<file path="src/rtl/pulse_meter_pkg.sv">
// Shared types and register-map constants for the pulse period meter.
package pulse_meter_pkg;

  typedef enum logic [1:0] {
    ST_IDLE    = 2'd0,
    ST_ARM     = 2'd1,
    ST_MEASURE = 2'd2
  } meter_state_t;

  localparam logic [1:0] REG_PERIOD  = 2'd0;
  localparam logic [1:0] REG_STATUS  = 2'd1;
  localparam logic [1:0] REG_CTRL    = 2'd2;
  localparam logic [1:0] REG_ELAPSED = 2'd3;

  localparam int STAT_VALID   = 0;
  localparam int STAT_TIMEOUT = 1;
  localparam int STAT_OVERRUN = 2;

  localparam int CTRL_ENABLE = 0;
  localparam int CTRL_CLEAR  = 1;

endpackage

</file>
<file path="src/rtl/sync_rise_detect.sv">
// Two-flop synchronizer for an asynchronous input followed by a one-cycle rising-edge pulse.
module sync_rise_detect (
  input  logic clk,
  input  logic reset,
  input  logic d_async,
  output logic rise
);

  logic r_meta;
  logic r_sync;
  logic r_prev;

  always_ff @(posedge clk or negedge reset) begin
    if (!reset) begin
      r_meta <= 1'b0;
      r_sync <= 1'b0;
      r_prev <= 1'b0;
    end else begin
      r_meta <= d_async;
      r_sync <= r_meta;
      r_prev <= r_sync;
    end
  end

  assign rise = r_sync & ~r_prev;

endmodule

</file>
<file path="src/rtl/pulse_period_meter.sv">
// MMIO slot that measures the time between rising edges of pulse_in in whole milliseconds.
module pulse_period_meter
  import pulse_meter_pkg::*;
#(
  parameter int CNT_MAX    = 100_000,
  parameter int MIN_MS     = 200,
  parameter int TIMEOUT_MS = 3000
) (
  input  logic        clk,
  input  logic        reset,
  input  logic        cs,
  input  logic        read,
  input  logic        write,
  input  logic [1:0]  addr,
  input  logic [31:0] wr_data,
  output logic [31:0] rd_data,
  input  logic        pulse_in,
  output logic [1:0]  dbg_state
);

  localparam int PW = (CNT_MAX > 1) ? $clog2(CNT_MAX) : 1;
  localparam logic [PW-1:0] PRESC_LAST = PW'(CNT_MAX - 1);

  meter_state_t  r_state;
  logic          r_enable;
  logic [PW-1:0] r_presc;
  logic [15:0]   r_elapsed;
  logic [15:0]   r_period;
  logic [15:0]   r_beat_cnt;
  logic          r_valid;
  logic          r_timeout;
  logic          r_overrun;

  logic          w_rise;
  logic          w_ctrl_wr;
  logic          w_clear;
  logic          w_enable_nxt;
  logic          w_rd_period;
  logic          w_tick;
  logic [PW-1:0] w_presc_nxt;
  logic [15:0]   w_elapsed_inc;
  logic          w_accept;
  logic          w_timeout_hit;
  logic          w_unused_wr;

  sync_rise_detect u_sync (
    .clk     (clk),
    .reset   (reset),
    .d_async (pulse_in),
    .rise    (w_rise)
  );

  // Bus strobes are single-cycle and qualified by cs; a read has no wait state.
  assign w_ctrl_wr    = cs & write & (addr == REG_CTRL);
  assign w_clear      = w_ctrl_wr & wr_data[CTRL_CLEAR];
  assign w_enable_nxt = w_ctrl_wr ? wr_data[CTRL_ENABLE] : r_enable;
  assign w_rd_period  = cs & read & (addr == REG_PERIOD);
  assign w_unused_wr  = &{1'b0, wr_data[31:2]};

  // Captured value includes this cycle's tick so period = floor(cycles / CNT_MAX).
  assign w_tick        = (r_state != ST_IDLE) && (r_presc == PRESC_LAST);
  assign w_presc_nxt   = w_tick ? '0 : r_presc + 1'b1;
  assign w_elapsed_inc = (w_tick && (r_elapsed != 16'hFFFF)) ? r_elapsed + 16'd1 : r_elapsed;
  assign w_accept      = (r_state == ST_MEASURE) && w_rise && (w_elapsed_inc >= 16'(MIN_MS));
  assign w_timeout_hit = (r_state == ST_MEASURE) && w_tick && (r_elapsed == 16'(TIMEOUT_MS - 1));

  always_ff @(posedge clk or negedge reset) begin
    if (!reset) begin
      r_state    <= ST_IDLE;
      r_enable   <= 1'b0;
      r_presc    <= '0;
      r_elapsed  <= '0;
      r_period   <= '0;
      r_beat_cnt <= '0;
      r_valid    <= 1'b0;
      r_timeout  <= 1'b0;
      r_overrun  <= 1'b0;
    end else begin
      r_enable <= w_enable_nxt;
      if (w_clear) begin
        r_state    <= w_enable_nxt ? ST_ARM : ST_IDLE;
        r_presc    <= '0;
        r_elapsed  <= '0;
        r_period   <= '0;
        r_beat_cnt <= '0;
        r_valid    <= 1'b0;
        r_timeout  <= 1'b0;
        r_overrun  <= 1'b0;
      end else begin
        if (w_rd_period) begin
          r_valid   <= 1'b0;
          r_overrun <= 1'b0;
        end
        if (!w_enable_nxt) begin
          r_state   <= ST_IDLE;
          r_presc   <= '0;
          r_elapsed <= '0;
        end else begin
          case (r_state)
            ST_IDLE: begin
              r_state   <= ST_ARM;
              r_presc   <= '0;
              r_elapsed <= '0;
            end
            ST_ARM: begin
              if (w_rise) begin
                r_state   <= ST_MEASURE;
                r_presc   <= '0;
                r_elapsed <= '0;
              end else begin
                r_presc   <= w_presc_nxt;
                r_elapsed <= w_elapsed_inc;
              end
            end
            ST_MEASURE: begin
              if (w_accept) begin
                r_period   <= w_elapsed_inc;
                r_valid    <= 1'b1;
                r_overrun  <= w_rd_period ? 1'b0 : (r_overrun | r_valid);
                r_beat_cnt <= r_beat_cnt + 16'd1;
                r_presc    <= '0;
                r_elapsed  <= '0;
              end else begin
                r_presc   <= w_presc_nxt;
                r_elapsed <= w_elapsed_inc;
                if (w_timeout_hit) begin
                  r_timeout <= 1'b1;
                  r_state   <= ST_ARM;
                end
              end
            end
            default: r_state <= ST_IDLE;
          endcase
        end
      end
    end
  end

  always_comb begin
    rd_data = '0;
    case (addr)
      REG_PERIOD:  rd_data = {16'b0, r_period};
      REG_STATUS:  rd_data = {r_beat_cnt, 13'b0, r_overrun, r_timeout, r_valid};
      REG_ELAPSED: rd_data = {16'b0, r_elapsed};
      default:     rd_data = '0;
    endcase
  end

  assign dbg_state = r_state;

endmodule

</file>
<file path="config.mk">
export PLATFORM = sky130hd
export DESIGN_NAME = pulse_period_meter
export DESIGN_NICKNAME = d
export VERILOG_FILES = /design/src/rtl/pulse_meter_pkg.sv /design/src/rtl/sync_rise_detect.sv /design/src/rtl/pulse_period_meter.sv
export SDC_FILE = /design/constraint.sdc
export NUM_CORES = 1
export LEC_CHECK = 0
export CORE_MARGIN = 1.5
export CORE_UTILIZATION = 56
export CTS_BUF_LIST = sky130_fd_sc_hd__clkbuf_4 sky130_fd_sc_hd__clkbuf_8
export DETAILED_ROUTE_END_ITERATION = 6
export PLACE_DENSITY = 0.8
export SYNTH_ARGS = -nofsm -noshare
export SYNTH_HDL_FRONTEND = slang
export SYNTH_SLANG_ARGS = --single-unit
</file>
<file path="constraint.sdc">
create_clock -name clk -period 4.1 [get_ports clk]
set_clock_uncertainty 0.05 [all_clocks]
set_input_delay 1.025 -clock clk [delete_from_list [all_inputs] [get_ports clk]]
set_output_delay 1.025 -clock clk [all_outputs]
set_load 0.02 [all_outputs]
</file>
## Word level (Yosys, flattened, before mapping)

Cells that the tools add are included.

- Input bits: 40
- Flip-flop bits (word level): 74

- Mux-type cells: 45
- Add/sub/neg operators: 3
- Bitwise gates (word level): 8
- Order comparisons: 1
- Reductions and logical operators: 16
- Equal/unequal tests: 13

Operators with widths:

| kind | number |
|---|---|
| $mux 16 | 13 |
| $pmux 32 s3 | 1 |
| $mux 17 | 5 |
| $pmux 17 s3 | 1 |
| $pmux 16 s3 | 1 |
| $add 16x1->16 const B | 2 |
| $mux 1 | 18 |
| $add 17x1->17 const B | 1 |
| $eq 17x17->1 const B | 1 |
| $eq 16x12->1 const B | 1 |
| $ge 16x8->1 const B | 1 |
| $ne 16x16->1 const B | 1 |
| $ne 4x4->1 const B | 3 |
| $mux 2 | 5 |
| $reduce_bool 2->1 | 5 |
| $and 1x1->1 | 6 |
| $eq 2x2->1 const B | 3 |
| $logic_and 1x1->1 | 6 |
| $pmux 2 s3 | 1 |
| $reduce_and 3->1 | 2 |
| $ne 5x2->1 const B | 1 |
| $eq 2x1->1 const B | 2 |
| $logic_not 2->1 | 2 |
| $reduce_and 4->1 | 1 |
| 3 further kinds | 3 |

## Longest topological paths before layout

Gate-level depths: netlist of the first run.

- Depth in word-level cells: 10
- Gate-level depth with buffers: 15
- Gate-level depth less buffers: 11

## Modules after synthesis

A second synthesis of the first run with hierarchy kept.

- Cells, all modules: 602
- Area, all modules: 5119.9 um^2

Modules (own cells, without submodules):

| module | times used | area each (um^2) | cells each | sequential area each (um^2) |
|---|---|---|---|---|
| pulse_period_meter | 1 | 5031.1 | 598 | 1776.7 |
| sync_rise_detect | 1 | 88.8 | 4 | 75.1 |

## Least setup slack after synthesis of the first run

Ideal clock, no wire load.

- Kind: register -> register
- From: register r_state[0] (netlist: dbg_state[0])
- To: register r_period[10]
- Path buffers: 3
- Cell stages (with the launch flop): 15
- Setup slack: 0.850 ns
- Required time: 3.918 ns
- Setup time: 0.132 ns
- Arrival: 3.068 ns
- Path through: dfrtp_1 -> inv_1 -> ha_1 -> nor3b_1 -> and4_1 -> nand3b_4 -> or4_1 -> a211oi_2 -> o2111ai_2 -> buf_6 -> nand3_2 -> buf_6 -> buf_12 -> mux2i_1 -> nor2_1

- Cells in the longest elaborated chain, start to end: 8
- Elaborated cells on any way between the ends: 15

RTL lines:

| what | RTL line | text |
|---|---|---|
| start: declaration | pulse_period_meter.sv:24 | `meter_state_t r_state;` |
| start signal: assignment | pulse_period_meter.sv:81 | `r_state <= w_enable_nxt ? ST_ARM : ST_IDLE;` |
| $reduce_bool 2->1 | pulse_period_meter.sv:61 | `assign w_tick = (r_state != ST_IDLE) && (r_presc == PRESC_LAST);` |
| $logic_and 1x1->1 | pulse_period_meter.sv:61 |  |
| $logic_and 1x1->1 | pulse_period_meter.sv:63 | `assign w_elapsed_inc = (w_tick && (r_elapsed != 16'hFFFF)) ? r_elapsed + 16'd1 : r_elapsed;` |
| $mux 16 | pulse_period_meter.sv:63 |  |
| $ge 16x8->1 / $mux 16 (equally long branches) | pulse_period_meter.sv:64, pulse_period_meter.sv:116 |  |
| $logic_and 1x1->1 / $mux 16 (equally long branches) | pulse_period_meter.sv:64, pulse_period_meter.sv:99 |  |
| $reduce_bool 2->1 (no line) / $mux 16 (equally long branches) | n/a |  |
| $reduce_and 3->1 (no line) / $mux 16 (equally long branches) | n/a |  |
| end signal: assignment | pulse_period_meter.sv:117 | `r_period <= w_elapsed_inc;` |
| end: declaration | pulse_period_meter.sv:28 | `logic [15:0] r_period;` |

Several ways; a longest one is shown, not always the timed one. The select of a mux whose other input is x is not followed.
A chain may end at the register's enable or synchronous reset.

## Worst setup path in the final report of the first run

- From: input addr[1]
- To: output rd_data[14]

- Cells in the longest elaborated chain, start to end: 2
- Elaborated cells on any way between the ends: 4

RTL lines:

| what | RTL line | text |
|---|---|---|
| start: declaration | pulse_period_meter.sv:14 | `input logic [1:0] addr,` |
| $eq 2x2->1, or another cell as far along | pulse_period_meter.sv:141 | `case (addr)` |
| $pmux 32 s3 (*) | pulse_period_meter.sv:141 |  |
| end: declaration | pulse_period_meter.sv:16 | `output logic [31:0] rd_data,` |

Mark *: on every way between the ends. The rest lies on a longest branch, timed or not.

==> flow_summary.toml, run 1 <==
[clock_tree]
cts_tree = "yes"
cts_max_path_buffers = 2
clkTransAtPathRegs_ps = 70
cts.sinks = 74
cts_max_level = 3
clock-root-buffer = "clkbuf_8"
clk_latency_ps = 340
numCtsBuffers = 9

[die]
die_w_um = 94.6
coreArea_um2 = 8180
die_h_um = 94.6
boundaryPins = 74
die_area_um2 = 8940
initial_core_util = 0.574
rows = 33

[placed_design]
dp_cells = 636
gp_congestion = 0.823
post-dp-hpwl_mm = 7.71
port_buffers = 43

[global_route]
grt_pass1_vias = 3758
antenna_found_initial = 0
grt_pass1_wl_mm = 18.4
grt.total_usage = 0.262
grt-ovfl-total = 0
grt_start_max_net_pins = 41

[synthesis]
postSynthCellCount = 511
ys.warnings.count = 0
ys.flop_type = "dfrtp_1"
synth_area_leader_cell = "dfrtp_1"
synth-seq-cells = 74
synth_nets = 557
avgSynthCellArea_um2 = 9.19
async_flop_share = 1.00
synth.area.top_cells = "dfrtp_1 39%, a22o_1 4.5%, nor2_1 3.9%"
synth_edf_count = 0
synth_seq_area_share = 0.394
synth_top_area_frac = 0.394
ys_types = 58
syn-cell-area_um2 = 4700

[setup_path]
required_ps = 3020
critical_path.cell_chain = "clkdlybuf4s50_1 -> and2_1 -> buf_12 -> a22o_1 -> clkdlybuf4s50_1"
r2r_setup_slack_ps = 390
cp-end-kind = "output port"
critPathLaunchType = "input pin"
crit_fanout = 13
r2r_start = "dbg_state[0]"
r2r_end = "r_elapsed[7]"
cpMostUsedCell = "clkdlybuf4s50_1"
criticalPathCategory = "input pin to output port"
crit_path_top_delay_cell = "clkdlybuf4s50_1"
arrival_ps = 2780
cpPeakStageDelay_ps = 610
reg2reg_depth = 12

[route]
routed_via_density = 6.11
drt_iter0_drc = 275
dr.pass1.iters = 5
wl_per_cell_um = 16.8
drcViolationCount = 0
wirelength_mm = 10.9
vias = 3986
drtAntennaViolNets = 0

[sta]
final.setup.tns_ps = 0
finalCriticalPeriod_ps = 3860
fmax_mhz = 259
hold_violations = 0
finalCritPeriodShare = 0.941
tightest_slew_ps = 956
setup_viol = 0
slew_headroom = 0.362
rsz0062_at_grt = "false"
slew_violations = 0

[pwr]
p_leak_nw = 2.51
max-vdd-ir-drop_v = 0.000242
power_density_nw_per_um2 = 301
total_power_mw = 1.63

[finish]
layout_commonest_cell = "dfrtp_1"
regArea_um2 = 1850
area_delta_synth_final_pct = 15.0
multi_input_area_um2 = 2560
finalNonFillerCells = 652
nFillCells = 670
final_cell_mix = "74 x dfrtp_1, 49 x nor2_1, 43 x nand2_1, 42 x clkdlybuf4s50_1"
antenna_cells = 0
nets = 588
drive_above_1_share = 0.115

[worst_hold_path]
min-delay-start = "u_sync.r_meta"
hold_path_class = "flop to flop"
hold_depth = 0
min_to = "u_sync.r_sync"

[run_status]
status = "completed"

[flow_run]
max_cap_violations = 0
## critical path, delay by kind of cell
| kind | cells | cell delay [ps] |
|---|---|---|
| AO/OA/AOI/OAI | 1 | 160 |
| AND/OR/NAND/NOR | 1 | 220 |
| buffers and inverters | 3 | 1360 |
## logic make-up (layout without fill, tap and decap cells)
family	Yosys count	after routing	synth area share
AND/OR/NAND/NOR	226	226	0.271
AO/OA/AOI/OAI	108	108	0.159
flip-flops	74	74	0.394
buffers and inverters	49	85	0.0621
XOR/XNOR	24	24	0.0448
multiplexers	24	24	0.0528
adder cells (fa/ha/maj)	6	6	0.0160
## report_power, final
| group | internal [mW] | switching [mW] | total [mW] |
|---|---|---|---|
| registers | 0.742 | 0.0137 | 0.755 |
| logic | 0.0848 | 0.149 | 0.234 |
| clock network | 0.364 | 0.274 | 0.638 |
## through the flow
step           setup WS [ps]  utilization  hold WS (ps)  instance area [um2]
2_1_floorplan            850            -           281                 4700
3_3_place_gp             256        0.633           287                 5180
4_1_cts                  247        0.661           303                 5400
5_1_grt                 99.9        0.661           306                 5400
3_5_place_dp             251        0.633           291                 5180
6_report                 241        0.661           299                 5400
## how the worst max path moves through the flow
stage                 start      endpoint  slack [ps]  cells after the start
6_report            addr[1]   rd_data[14]         240                      5
5_1_grt        dbg_state[0]  r_elapsed[4]         100                     12
4_1_cts             addr[1]   rd_data[14]         250                      5
3_5_place_dp        addr[1]   rd_data[14]         250                      5
3_3_place_gp        addr[1]   rd_data[14]         260                      5
2_1_floorplan  dbg_state[0]  r_period[10]         850                     14
## state kept, by name, summed over array words and instances, names as in the netlist, 2 cells and up
name and flops:
r_elapsed 16, r_period 16, r_beat_cnt 16, r_presc 17
dbg_state 2
## metal layers
| layer | vias up | GRT usage | part of all wire |
|---|---|---|---|
| met5 | - | 0 | 0 |
| met4 | 0 | 0.0709 | 0.012 |
| met3 | 14 | 0.0507 | 0.043 |
| met2 | 114 | 0.422 | 0.48 |
| met1 | 1954 | 0.363 | 0.46 |
| li1 | 1904 | - | - |
## Yosys cell counts, drive strengths merged, types with 3 or more instances
cell and count:
a211oi 5, a21oi 21, a221o 5, a22o 24
a31oi 17, and2 26, and3 12, and4 5
buf 21, clkbuf 19, dfrtp 74, ha 6
inv 9, mux2 6, mux2i 18, nand2 43
nand2b 7, nand3 27, nand3b 3, nand4 13
nand4b 5, nor2 49, nor2b 4, nor3 5
nor4 6, o21ai 24, or2 6, or3 8
xnor2 11, xor2 13
## what timing repair did
action                                  CTS  global route
hold buffers                              0             0
buffers inserted                          0             0
endpoints found under the setup margin    0            20
gates resized for setup                   0             1
## final cells by class
cell class / count / share of cell area
clock buffer: 11 / 0.0269
inverter: 9 / 0.00625
tap: 105 / 0.0243
timing repair buffer: 60 / 0.112
multi-input combinational: 388 / 0.474
clock inverter: 5 / 0.0144
sequential: 74 / 0.343
Note: power is estimated with default switching activity, not from simulation.
==> inputs of run 2 (changes only) <==
==> constraint.sdc (replaced) <==
create_clock -name clk -period 4.1 [get_ports clk]
set_clock_uncertainty 0.05 [all_clocks]
set_input_delay 0.615 -clock clk [delete_from_list [all_inputs] [get_ports clk]]
set_output_delay 0.615 -clock clk [all_outputs]
set_load 0.02 [all_outputs]
==> run 2 against run 1 <==
Effect of this change: cell count down 0.46%; via count down 0.43%; design area down 1.8%; critical path depth up 8; combinational power down 4%; highest routed layer unchanged; largest cell class unchanged; critical path type is now flop to flop; power down 7.3%; fmax up 3.3%; die area unchanged; global-route usage down 0.12 points.
==> flow_summary.toml, run 2 (synthesized netlist as in run 1, its figures left out) <==
[placed_design]
gp_congestion = 0.823
placed_cell_area_um2 = 5120
post-dp-hpwl_mm = 7.48
port_buffers = 43

[setup_path]
crit_fanout = 26
critPathLaunchType = "flop"
crit_start = "dbg_state[0]"
required_ps = 4310
r2r_end = "r_elapsed[4]"
arrival_ps = 3950
reg2reg_depth = 13
r2r_start = "dbg_state[0]"
crit_end = "r_elapsed[4]"
cp-end-kind = "flop"
criticalPathCategory = "flop to flop"
r2r_setup_slack_ps = 370

[route]
vias = 3969
drcViolationCount = 0
wl_per_cell_um = 16.6
drtAntennaViolNets = 0
drt_iter0_drc = 242
wirelength_mm = 10.8
routed_via_density = 6.12
dr.pass1.iters = 5

[pwr]
p_clk_frac = 0.352
power_switching_mw = 0.429
power_density_nw_per_um2 = 285
seq_power_share = 0.500
comb_power_share = 0.148
p_leak_nw = 2.47
max-vdd-ir-drop_v = 0.000194
netSwitchingFraction = 0.285
internal-power_mw = 1.08
total_power_mw = 1.51

[finish]
regMostFlops = "r_presc"
nFillCells = 674
layout_commonest_cell = "dfrtp_1"
antenna_cells = 0
final_cell_mix = "74 x dfrtp_1, 49 x nor2_1, 43 x nand2_1, 42 x clkdlybuf4s50_1"
largest_reg_flops = 17
regArea_um2 = 1850
area_delta_synth_final_pct = 12.9
finalInstanceArea_um2 = 5300
nets = 586
fin_util = 0.649
multi_input_area_um2 = 2560
drive_above_1_share = 0.108

[worst_hold_path]
hold_path_class = "flop to flop"

[die]
die_h_um = 94.6
die_w_um = 94.6
boundaryPins = 74
coreArea_um2 = 8180
initial_core_util = 0.574
die_area_um2 = 8940
rows = 33

[clock_tree]
postCtsSetupBuffers = 0
cts_tree = "yes"
cts_resized = 0
postCtsHoldBufs = 0
clkTransAtPathRegs_ps = 80
cts_max_path_buffers = 2
numCtsBuffers = 9
cts_max_level = 3
cts.sinks = 74
clk_latency_ps = 350
clock-root-buffer = "clkbuf_8"

[run_status]
status = "completed"

[flow_run]
max_cap_violations = 0

[sta]
slew_violations = 0
rsz0062_at_grt = "false"
slew_headroom = 0.367
final.setup.tns_ps = 0
tightest_slew_ps = 949
fmax_mhz = 268
hold_violations = 0
finalCriticalPeriod_ps = 3730
finalCritPeriodShare = 0.911
setup_viol = 0

[global_route]
grt_pass1_vias = 3798
grt_pass1_wl_mm = 18.3
grt_start_max_net_pins = 44
grt.total_usage = 0.261
grt-ovfl-total = 0
antenna_found_initial = 0
-- run 2: metrics by stage --
step,hold slack (ps),std cells,setup slack (ps)
detailed placement,286,634,448
floorplan,269,511,850
CTS,304,649,423
global route,316,649,47.9
global placement,283,634,528
finish,300,649,365
-- run 2: power groups by stage --
stage	Combinational (mW)	Sequential [mW]	Clock (mW)
after global placement	0.213	0.767	0
after floorplan	0.143	0.773	0
after CTS	0.225	0.754	0.543
after detailed placement	0.224	0.769	0
after global routing	0.250	0.756	0.572
final	0.224	0.754	0.531
-- run 2: cell type report --
cell class	count	area share
multi-input combinational	388	0.482
timing repair buffer	58	0.104
clock buffer	13	0.0314
tap	105	0.0248
inverter	9	0.00637
sequential	74	0.349
clock inverter	2	0.00236
-- run 2: how the worst min path moves through the flow --
stage | startpoint | end | cells past startpoint
finish | u_sync.r_meta | u_sync.r_sync | 0
global route | u_sync.r_meta | u_sync.r_sync | 0
CTS | u_sync.r_meta | u_sync.r_sync | 0
detailed placement | u_sync.r_meta | u_sync.r_sync | 0
global placement | u_sync.r_meta | u_sync.r_sync | 0
floorplan | reset | dbg_state[0] | 0
-- run 2: metal layers --
layer  part of all wire  vias up  GRT usage
met5                  0        -          0
met4              0.016        0      0.102
met3              0.044       16     0.0451
met2               0.48      108      0.417
met1               0.46     1939      0.354
li1                   -     1906          -
-- run 2: critical path: stages, from the launching register on --
cell and delay (ps):
dfrtp_1 420, inv_1 100, ha_1 270, nor3b_1 270, and4_1 360, and3b_1 440
buf_4 240, nand4_1 100, a21boi_1 200, o2111ai_2 300, o21ai_2 260, buf_4 300
o21ai_0 130, a31oi_1 190
